**src/rtl/mem_arbiter_pkg.sv**
```systemverilog
// Shared types and helpers for the core/host RAM arbiter.
package mem_arbiter_pkg;

    typedef enum logic {
        OWN_CORE,
        OWN_HOST
    } owner_e;

    localparam int unsigned PerfCntWidth = 32;

    // Increment that sticks at all-ones instead of wrapping.
    function automatic logic [PerfCntWidth-1:0] sat_inc(
        input logic [PerfCntWidth-1:0] val,
        input logic                    en
    );
        logic [PerfCntWidth-1:0] res;
        res = val;
        if (en && (val != '1)) begin
            res = val + 1'b1;
        end
        return res;
    endfunction

endpackage

```
**src/rtl/mem_arbiter_if.sv**
```systemverilog
// Requester and RAM-side signals of the arbiter; slave is the arbiter view,
// master is the view of the requesters plus RAM.
interface mem_arbiter_if #(
    parameter int unsigned XLen   = 32,
    parameter int unsigned MemPos = 1024
);
    localparam int unsigned AddrWidth = $clog2(MemPos);

    logic                 core_req_i;
    logic                 core_we_i;
    logic [AddrWidth-1:0] core_addr_i;
    logic [XLen-1:0]      core_wdata_i;
    logic                 core_gnt_o;
    logic                 core_rvalid_o;
    logic [XLen-1:0]      core_rdata_o;

    logic                 host_req_i;
    logic                 host_we_i;
    logic [AddrWidth-1:0] host_addr_i;
    logic [XLen-1:0]      host_wdata_i;
    logic                 host_lock_i;
    logic                 host_gnt_o;
    logic                 host_rvalid_o;
    logic [XLen-1:0]      host_rdata_o;

    logic [AddrWidth-1:0] ram_a_o;
    logic                 ram_we_o;
    logic [XLen-1:0]      ram_wd_o;
    logic [XLen-1:0]      ram_rd_i;

    modport slave (
        input  core_req_i, core_we_i, core_addr_i, core_wdata_i,
        output core_gnt_o, core_rvalid_o, core_rdata_o,
        input  host_req_i, host_we_i, host_addr_i, host_wdata_i, host_lock_i,
        output host_gnt_o, host_rvalid_o, host_rdata_o,
        output ram_a_o, ram_we_o, ram_wd_o,
        input  ram_rd_i
    );

    modport master (
        output core_req_i, core_we_i, core_addr_i, core_wdata_i,
        input  core_gnt_o, core_rvalid_o, core_rdata_o,
        output host_req_i, host_we_i, host_addr_i, host_wdata_i, host_lock_i,
        input  host_gnt_o, host_rvalid_o, host_rdata_o,
        input  ram_a_o, ram_we_o, ram_wd_o,
        output ram_rd_i
    );

endinterface

```
**src/rtl/mem_arbiter_perf.sv**
```systemverilog
// Saturating performance counters: core wait cycles and host grants.
module mem_arbiter_perf
    import mem_arbiter_pkg::*;
(
    input  logic                    clk_i,
    input  logic                    rst_ni,
    input  logic                    core_wait_i,
    input  logic                    host_gnt_i,
    output logic [PerfCntWidth-1:0] core_stall_cnt_o,
    output logic [PerfCntWidth-1:0] host_xfer_cnt_o
);

    logic [PerfCntWidth-1:0] stall_cnt_q, stall_cnt_d;
    logic [PerfCntWidth-1:0] xfer_cnt_q,  xfer_cnt_d;

    always_comb begin
        stall_cnt_d = sat_inc(stall_cnt_q, core_wait_i);
        xfer_cnt_d  = sat_inc(xfer_cnt_q, host_gnt_i);
    end

    always_ff @(posedge clk_i or negedge rst_ni) begin
        if (!rst_ni) begin
            stall_cnt_q <= '0;
            xfer_cnt_q  <= '0;
        end else begin
            stall_cnt_q <= stall_cnt_d;
            xfer_cnt_q  <= xfer_cnt_d;
        end
    end

    assign core_stall_cnt_o = stall_cnt_q;
    assign host_xfer_cnt_o  = xfer_cnt_q;

endmodule

```
**src/rtl/mem_arbiter.sv**
```systemverilog
// Round-robin arbiter sharing one RAM port between the core and the host port.
// Optional counters enabled with MEM_ARBITER_PERF_EN.
module mem_arbiter
    import mem_arbiter_pkg::*;
#(
    parameter int unsigned XLen   = 32,
    parameter int unsigned MemPos = 1024
) (
    input  logic                    clk_i,
    input  logic                    rst_ni,
    mem_arbiter_if.slave            bus,
    output logic [PerfCntWidth-1:0] core_stall_cnt_o,
    output logic [PerfCntWidth-1:0] host_xfer_cnt_o
);

    localparam int unsigned AddrWidth = $clog2(MemPos);

    owner_e               last_owner_q, last_owner_d;
    logic                 core_rvalid_q, core_rvalid_d;
    logic                 host_rvalid_q, host_rvalid_d;
    logic [XLen-1:0]      core_rdata_q, core_rdata_d;
    logic [XLen-1:0]      host_rdata_q, host_rdata_d;

    logic                 core_elig, host_elig;
    logic                 core_gnt, host_gnt;
    logic [AddrWidth-1:0] ram_a;
    logic                 ram_we;
    logic [XLen-1:0]      ram_wd;

    // Core wins when alone, or on a tie when the host owned the last grant.
    always_comb begin
        core_elig = bus.core_req_i & ~bus.host_lock_i;
        host_elig = bus.host_req_i;
        core_gnt  = core_elig & (~host_elig | (last_owner_q == OWN_HOST));
        host_gnt  = host_elig & ~core_gnt;
    end

    always_comb begin
        ram_a  = '0;
        ram_we = 1'b0;
        ram_wd = '0;
        if (core_gnt) begin
            ram_a  = bus.core_addr_i;
            ram_we = bus.core_we_i;
            ram_wd = bus.core_wdata_i;
        end else if (host_gnt) begin
            ram_a  = bus.host_addr_i;
            ram_we = bus.host_we_i;
            ram_wd = bus.host_wdata_i;
        end
    end

    always_comb begin
        last_owner_d  = last_owner_q;
        core_rvalid_d = core_gnt & ~bus.core_we_i;
        host_rvalid_d = host_gnt & ~bus.host_we_i;
        core_rdata_d  = core_rdata_q;
        host_rdata_d  = host_rdata_q;
        if (core_gnt) begin
            last_owner_d = OWN_CORE;
        end else if (host_gnt) begin
            last_owner_d = OWN_HOST;
        end
        if (core_rvalid_d) begin
            core_rdata_d = bus.ram_rd_i;
        end
        if (host_rvalid_d) begin
            host_rdata_d = bus.ram_rd_i;
        end
    end

    always_ff @(posedge clk_i or negedge rst_ni) begin
        if (!rst_ni) begin
            last_owner_q  <= OWN_HOST;
            core_rvalid_q <= 1'b0;
            host_rvalid_q <= 1'b0;
            core_rdata_q  <= '0;
            host_rdata_q  <= '0;
        end else begin
            last_owner_q  <= last_owner_d;
            core_rvalid_q <= core_rvalid_d;
            host_rvalid_q <= host_rvalid_d;
            core_rdata_q  <= core_rdata_d;
            host_rdata_q  <= host_rdata_d;
        end
    end

    assign bus.core_gnt_o    = core_gnt;
    assign bus.host_gnt_o    = host_gnt;
    assign bus.core_rvalid_o = core_rvalid_q;
    assign bus.host_rvalid_o = host_rvalid_q;
    assign bus.core_rdata_o  = core_rdata_q;
    assign bus.host_rdata_o  = host_rdata_q;
    assign bus.ram_a_o       = ram_a;
    assign bus.ram_we_o      = ram_we;
    assign bus.ram_wd_o      = ram_wd;

`ifdef MEM_ARBITER_PERF_EN
    mem_arbiter_perf u_perf (
        .clk_i            (clk_i),
        .rst_ni           (rst_ni),
        .core_wait_i      (bus.core_req_i & ~core_gnt),
        .host_gnt_i       (host_gnt),
        .core_stall_cnt_o (core_stall_cnt_o),
        .host_xfer_cnt_o  (host_xfer_cnt_o)
    );
`else
    assign core_stall_cnt_o = '0;
    assign host_xfer_cnt_o  = '0;
`endif

endmodule

```
**src/flat_wrapper.sv**
```systemverilog
// flat-port wrapper written by rule: the top's interface ports become plain ports
module mem_arbiter_flat import mem_arbiter_pkg::*;
#(
    parameter int unsigned XLen   = 32,
    parameter int unsigned MemPos = 1024
)
  (clk_i, rst_ni, core_stall_cnt_o, host_xfer_cnt_o, bus_core_req_i, bus_core_we_i, bus_core_addr_i, bus_core_wdata_i, bus_core_gnt_o, bus_core_rvalid_o, bus_core_rdata_o, bus_host_req_i, bus_host_we_i, bus_host_addr_i, bus_host_wdata_i, bus_host_lock_i, bus_host_gnt_o, bus_host_rvalid_o, bus_host_rdata_o, bus_ram_a_o, bus_ram_we_o, bus_ram_wd_o, bus_ram_rd_i);
  mem_arbiter_if #(.XLen(XLen), .MemPos(MemPos)) bus_i ();
  input  logic clk_i;
  input  logic rst_ni;
  output logic [PerfCntWidth-1:0] core_stall_cnt_o;
  output logic [PerfCntWidth-1:0] host_xfer_cnt_o;
  input wire logic [$bits(bus_i.core_req_i)-1:0] bus_core_req_i;
  input wire logic [$bits(bus_i.core_we_i)-1:0] bus_core_we_i;
  input wire logic [$bits(bus_i.core_addr_i)-1:0] bus_core_addr_i;
  input wire logic [$bits(bus_i.core_wdata_i)-1:0] bus_core_wdata_i;
  output wire logic [$bits(bus_i.core_gnt_o)-1:0] bus_core_gnt_o;
  output wire logic [$bits(bus_i.core_rvalid_o)-1:0] bus_core_rvalid_o;
  output wire logic [$bits(bus_i.core_rdata_o)-1:0] bus_core_rdata_o;
  input wire logic [$bits(bus_i.host_req_i)-1:0] bus_host_req_i;
  input wire logic [$bits(bus_i.host_we_i)-1:0] bus_host_we_i;
  input wire logic [$bits(bus_i.host_addr_i)-1:0] bus_host_addr_i;
  input wire logic [$bits(bus_i.host_wdata_i)-1:0] bus_host_wdata_i;
  input wire logic [$bits(bus_i.host_lock_i)-1:0] bus_host_lock_i;
  output wire logic [$bits(bus_i.host_gnt_o)-1:0] bus_host_gnt_o;
  output wire logic [$bits(bus_i.host_rvalid_o)-1:0] bus_host_rvalid_o;
  output wire logic [$bits(bus_i.host_rdata_o)-1:0] bus_host_rdata_o;
  output wire logic [$bits(bus_i.ram_a_o)-1:0] bus_ram_a_o;
  output wire logic [$bits(bus_i.ram_we_o)-1:0] bus_ram_we_o;
  output wire logic [$bits(bus_i.ram_wd_o)-1:0] bus_ram_wd_o;
  input wire logic [$bits(bus_i.ram_rd_i)-1:0] bus_ram_rd_i;
  assign bus_i.core_req_i = bus_core_req_i;
  assign bus_i.core_we_i = bus_core_we_i;
  assign bus_i.core_addr_i = bus_core_addr_i;
  assign bus_i.core_wdata_i = bus_core_wdata_i;
  assign bus_core_gnt_o = bus_i.core_gnt_o;
  assign bus_core_rvalid_o = bus_i.core_rvalid_o;
  assign bus_core_rdata_o = bus_i.core_rdata_o;
  assign bus_i.host_req_i = bus_host_req_i;
  assign bus_i.host_we_i = bus_host_we_i;
  assign bus_i.host_addr_i = bus_host_addr_i;
  assign bus_i.host_wdata_i = bus_host_wdata_i;
  assign bus_i.host_lock_i = bus_host_lock_i;
  assign bus_host_gnt_o = bus_i.host_gnt_o;
  assign bus_host_rvalid_o = bus_i.host_rvalid_o;
  assign bus_host_rdata_o = bus_i.host_rdata_o;
  assign bus_ram_a_o = bus_i.ram_a_o;
  assign bus_ram_we_o = bus_i.ram_we_o;
  assign bus_ram_wd_o = bus_i.ram_wd_o;
  assign bus_i.ram_rd_i = bus_ram_rd_i;
  mem_arbiter #(.XLen(XLen), .MemPos(MemPos)) u_core (.clk_i(clk_i), .rst_ni(rst_ni), .bus(bus_i), .core_stall_cnt_o(core_stall_cnt_o), .host_xfer_cnt_o(host_xfer_cnt_o));
endmodule
```
**config.mk**
```make
export PLATFORM = sky130hd
export DESIGN_NAME = mem_arbiter_flat
export DESIGN_NICKNAME = d
export VERILOG_FILES = /design/src/rtl/mem_arbiter_pkg.sv /design/src/rtl/mem_arbiter_if.sv /design/src/rtl/mem_arbiter_perf.sv /design/src/rtl/mem_arbiter.sv /design/src/flat_wrapper.sv
export SDC_FILE = /design/constraint.sdc
export NUM_CORES = 1
export LEC_CHECK = 0
export ABC_AREA = 1
export CAP_MARGIN = 20
export CORE_MARGIN = 2
export CORE_UTILIZATION = 31
export DETAILED_ROUTE_END_ITERATION = 12
export PLACE_DENSITY_LB_ADDON = 0.2
export SLEW_MARGIN = 20
export SYNTH_ARGS = -nofsm -noshare
export SYNTH_HDL_FRONTEND = slang
export SYNTH_SLANG_ARGS = --single-unit
```
**constraint.sdc**
```tcl
create_clock -name clk_i -period 1.3 [get_ports clk_i]
set_clock_uncertainty 0.1 [all_clocks]
set_input_delay 0.13 -clock clk_i [delete_from_list [all_inputs] [get_ports clk_i]]
set_output_delay 0.13 -clock clk_i [all_outputs]
set_load 0.01 [all_outputs]
```
# Yosys cells after proc, flatten, opt, wreduce, memory -nomap -nowiden
# Index checks and enable logic that the tools add are counted.
[word_totals]
register_bits = 67
out_inout_bits = 175
wordCells = 25
[op_classes]
muxes = 8
bitwise_logic = 11
reduce_logical = 1
[op_table]
columns = ["cell", "count"]
rows = [
  ["2-to-1 mux 32 bit", 2],
  ["2-to-1 mux 10 bit", 2],
  ["bitwise AND 1 bit", 5],
  ["inverter 1 bit", 5],
  ["2-to-1 mux 1 bit", 4],
  ["nonzero test 2 bit", 1],
  ["bitwise OR 1 bit", 1],
]

# Logic depth before layout (Yosys ltp)
[logic_depth]
word_depth = 7
ltp_mapped = 7
depth_no_buf = 6

# Worst setup path before layout
# Ideal clock, no wire load.
[synth_path]
path_kind = "register to output"
start = "register u_core.last_owner_q"
end = "output port bus_ram_wd_o[22]"
arrival_ns = 1.155
t_required_ns = 1.070
setup_slack_ns = -0.085
stages_incl_launch_ff = 8
n_path_buf = 1
cell_sequence = "dfstp_2 > inv_1 > nand2_4 > nand2_4 > inv_2 > buf_2 > nand2_1 > nand2_1"
[synth_via]
elab_chain_cells = 6
[synth_lines]
columns = ["item", "line", "source"]
rows = [
  ["start, declared", "mem_arbiter.sv:18", "owner_e last_owner_q, last_owner_d;"],
  ["start signal, assigned", "mem_arbiter.sv:80", "last_owner_q <= last_owner_d;"],
  ["bitwise OR 1 bit *", "mem_arbiter.sv:34", "core_gnt = core_elig & (~host_elig | (last_owner_q == OWN_HOST));"],
  ["bitwise AND 1 bit *", "mem_arbiter.sv:34", ""],
  ["net bus_core_gnt_o", "flat_wrapper.sv:17", "output wire logic [$bits(bus_i.core_gnt_o)-1:0] bus_core_gnt_o;"],
  ["inverter 1 bit", "mem_arbiter.sv:35", "host_gnt = host_elig & ~core_gnt;"],
  ["bitwise AND 1 bit", "mem_arbiter.sv:35", ""],
  ["2-to-1 mux 32 bit", "mem_arbiter.sv:46", "end else if (host_gnt) begin"],
  ["2-to-1 mux 32 bit *", "mem_arbiter.sv:42", "if (core_gnt) begin"],
  ["end, declared", "flat_wrapper.sv:30", "output wire logic [$bits(bus_i.ram_wd_o)-1:0] bus_ram_wd_o;"],
]
# The timed path passes the listed nets; every way through them passes the cells marked *.

# Final worst setup path
[layout_path]
start = "register u_core.last_owner_q"
end = "output port bus_ram_wd_o[11]"
[layout_via]
elab_chain_cells = 6
[layout_lines]
columns = ["item", "line"]
rows = [
  ["bitwise OR 1 bit *", "mem_arbiter.sv:34"],
  ["bitwise AND 1 bit *", "mem_arbiter.sv:34"],
  ["inverter 1 bit", "mem_arbiter.sv:35"],
  ["bitwise AND 1 bit", "mem_arbiter.sv:35"],
  ["2-to-1 mux 32 bit", "mem_arbiter.sv:46"],
  ["2-to-1 mux 32 bit *", "mem_arbiter.sv:42"],
]
# Every way passes the cells marked *; elsewhere a longest branch is shown, timed or not.

==> metrics <==
outcome=finished, violations left; failing checks=negative setup slack; DRC=0; switching pwr=0.00262 W; Hold WC Path Type=in -> async; Worst Setup End Kind=output port; flops & latches, synth=67; placed cells=897; highest-delay cell along the critical path=dfstp_2; Startpoint Class=flop; LEAKAGE=3.94 nW; post-synthesis sequential area ratio=0.429; VDD IR-drop max=0.756 mV; fin cells=946; RSZ-0062 raised after global routing=yes; met3 usage=0.0550; GRT Residual Overflow=0; maximum fanout along the worst path=8; Fmax=544 MHz; crit-path cells=inv_2 > nand2_4 > nand2_8 > inv_12 > clkbuf_16 > nand2_2 > nand2_2 > buf_6; mapped cell area=3910 um2; initial core utilization=0.314; most used cell, CP=nand2_2; CTS tree=yes; share of layout cells above drive strength 1=0.364; Initial DRT Pass Iterations=4; H-tree Lvls=3; Cell Pwr Density=1060 nW/um2; Layout Nets=892; Rows=41; clock latency on the worst-skew pair=0.33 ns; commonest non-fill, non-tap cell in the layout=clkdlybuf4s50_1; final setup violating endpoints=111; I/O Pins=298; total power=0.00819 W; Unique masters post-synth=18; Worst EP arrival=1.61 ns; GRT met2 Usage=0.364; Via density=4.45; Die Y=116 um; Worst EP required=1.07 ns; grt met1 use=0.268; clk root buf=clkbuf_16; CTS sink count=67; Antenna Violating Nets Remaining=0; Core Util, Final=0.618; Post-Syn Instances=501; Reg power frac=0.336; drt wl/cell=16.7 um; routed vias=4210; clock tree buffer depth=2; average cell area after synthesis=7.81 um2; Total GRT Usage=0.212; cts bufs inserted=9; most frequent cells in the layout=clkdlybuf4s50_1, nand2_1, nand2_2; largest net degree at the start of global routing=32; Fin Hold WS=0.177 ns; crit share post-route=1.41; fin. max-slew vios=0; clock slew at reported path FFs=0.06 ns; gpl congestion=0.749; Sw Share=0.319; synth warn=0; WL final=15800 um; Clock power frac=0.291; ant diodes=0; core area=12500 um2; Layout area overhead=96.8%; die width=116 um; DIE AREA=13500 um2; busiest layer in global routing=met2; Largest stage delay, worst path=0.52 ns; initial drt markers=141; wire length of the first global-routing pass=21800 um; antenna violations before repair=0; vias in the first global route=4017; power share of the combinational group=0.372; Port Buffers=233; WS Path Type=reg -> out; Final min period=1.84 ns; final worst setup slack=-0.538 ns; dpl hpwl=9900 um; max_cap viols=0; Fin. Hold Viols=0; P_int=0.00557 W
## final timing paths
| kind | to | startpoint | cells past startpoint | slack [ns] |
|---|---|---|---|---|
| max in group asynchronous | u_core.bus.host_rdata_o[14]$_DFFE_PN0P_ | rst_ni | 3 | 0.40 |
| max reg2reg | u_core.bus.core_rdata_o[15]$_DFFE_PN0P_ | u_core.last_owner_q$_DFFE_PN1P_ | 11 | -0.45 |
| min | u_core.bus.host_rdata_o[29]$_DFFE_PN0P_ | rst_ni | 2 | 0.18 |
| min reg2reg | u_core.bus.core_rdata_o[21]$_DFFE_PN0P_ | u_core.bus.core_rdata_o[21]$_DFFE_PN0P_ | 2 | 0.37 |
| max | bus_ram_wd_o[11] | u_core.last_owner_q$_DFFE_PN1P_ | 8 | -0.54 |
| min in group clk_i | u_core.bus.host_rdata_o[11]$_DFFE_PN0P_ | bus_host_req_i | 4 | 0.21 |
## cell families (layout without fill, tap and decap cells)
kind of cell    after synthesis  count (layout)  synth area share
simple gates                327             327             0.385
flops                        67              67             0.429
compound gates                1               1           0.00128
other cells                   1              64          0.000958
buf+inv                     105             315             0.184
## flip-flops by register name (all words and copies together), names as in the netlist
name / flops
u_core.bus.core_rdata_o: 32
u_core.bus.core_rvalid_o: 1
u_core.bus.host_rvalid_o: 1
u_core.last_owner_q: 1
u_core.bus.host_rdata_o: 32
## per-layer routing
layer	part of all wire	routed length (um)	up-vias
met2	0.50	7940	173
li1	-	-	2014
met3	0.078	1230	19
met5	0	0	-
met4	0.013	203	0
met1	0.41	6440	2004
## critical path, delay by kind of cell (launching register included)
kind                   cells  cell delay, ns
flip-flops                 1            0.52
buffers and inverters      4            0.44
AND/OR/NAND/NOR            4            0.31
## cell type report
cell class	count	area, um2
Fill cell	1096	4760
Sequential cell	67	1680
Clock buffer	12	236
Timing Repair Buffer	291	3250
Tap cell	172	215
Multi-Input combinational cell	392	2200
Clock inverter	4	51.3
Inverter	8	68.8
## per-stage QoR
stage               instance area [um2]  worst slack [ns]  setup TNS, ns
floorplan                          4270           -0.0319         -0.992
global placement                   6380            -0.811         -72.92
detailed placement                 6380            -0.818         -75.73
CTS                                7060            -0.624         -49.95
global route                       7700            -0.589         -52.10
finish                             7700            -0.538         -46.72
## synthesized netlist by cell type, drive strengths merged
cell    count  area [um2]
nand2     250         953
o21ai       1        5.00
conb        1        3.75
nand3b      1        20.0
nor2        1        11.3
nand4      32         200
nand3      43         320
buf        91         669
clkbuf      6        22.5
inv         8        30.0
dfrtp      66        1650
dfstp       1        26.3
## power groups by stage
| stage | clock network [W] | registers [W] | logic, W |
|---|---|---|---|
| detailed placement | 0 | 0.00273 | 0.00277 |
| floorplan | 0 | 0.00291 | 0.00103 |
| CTS | 0.00243 | 0.00270 | 0.00268 |
| global placement | 0 | 0.00273 | 0.00275 |
| finish | 0.00239 | 0.00275 | 0.00305 |
| global route | 0.00252 | 0.00281 | 0.00330 |
## repair_timing
item,in CTS,in global routing
resized for setup,256,211
buffers inserted,8,7
hold endpoints to repair,67,0
gates cloned,11,8
pin swaps,1,32
endpoints found under the setup margin,177,111
hold buffers,1,0
(Power assumes the default switching activity.)
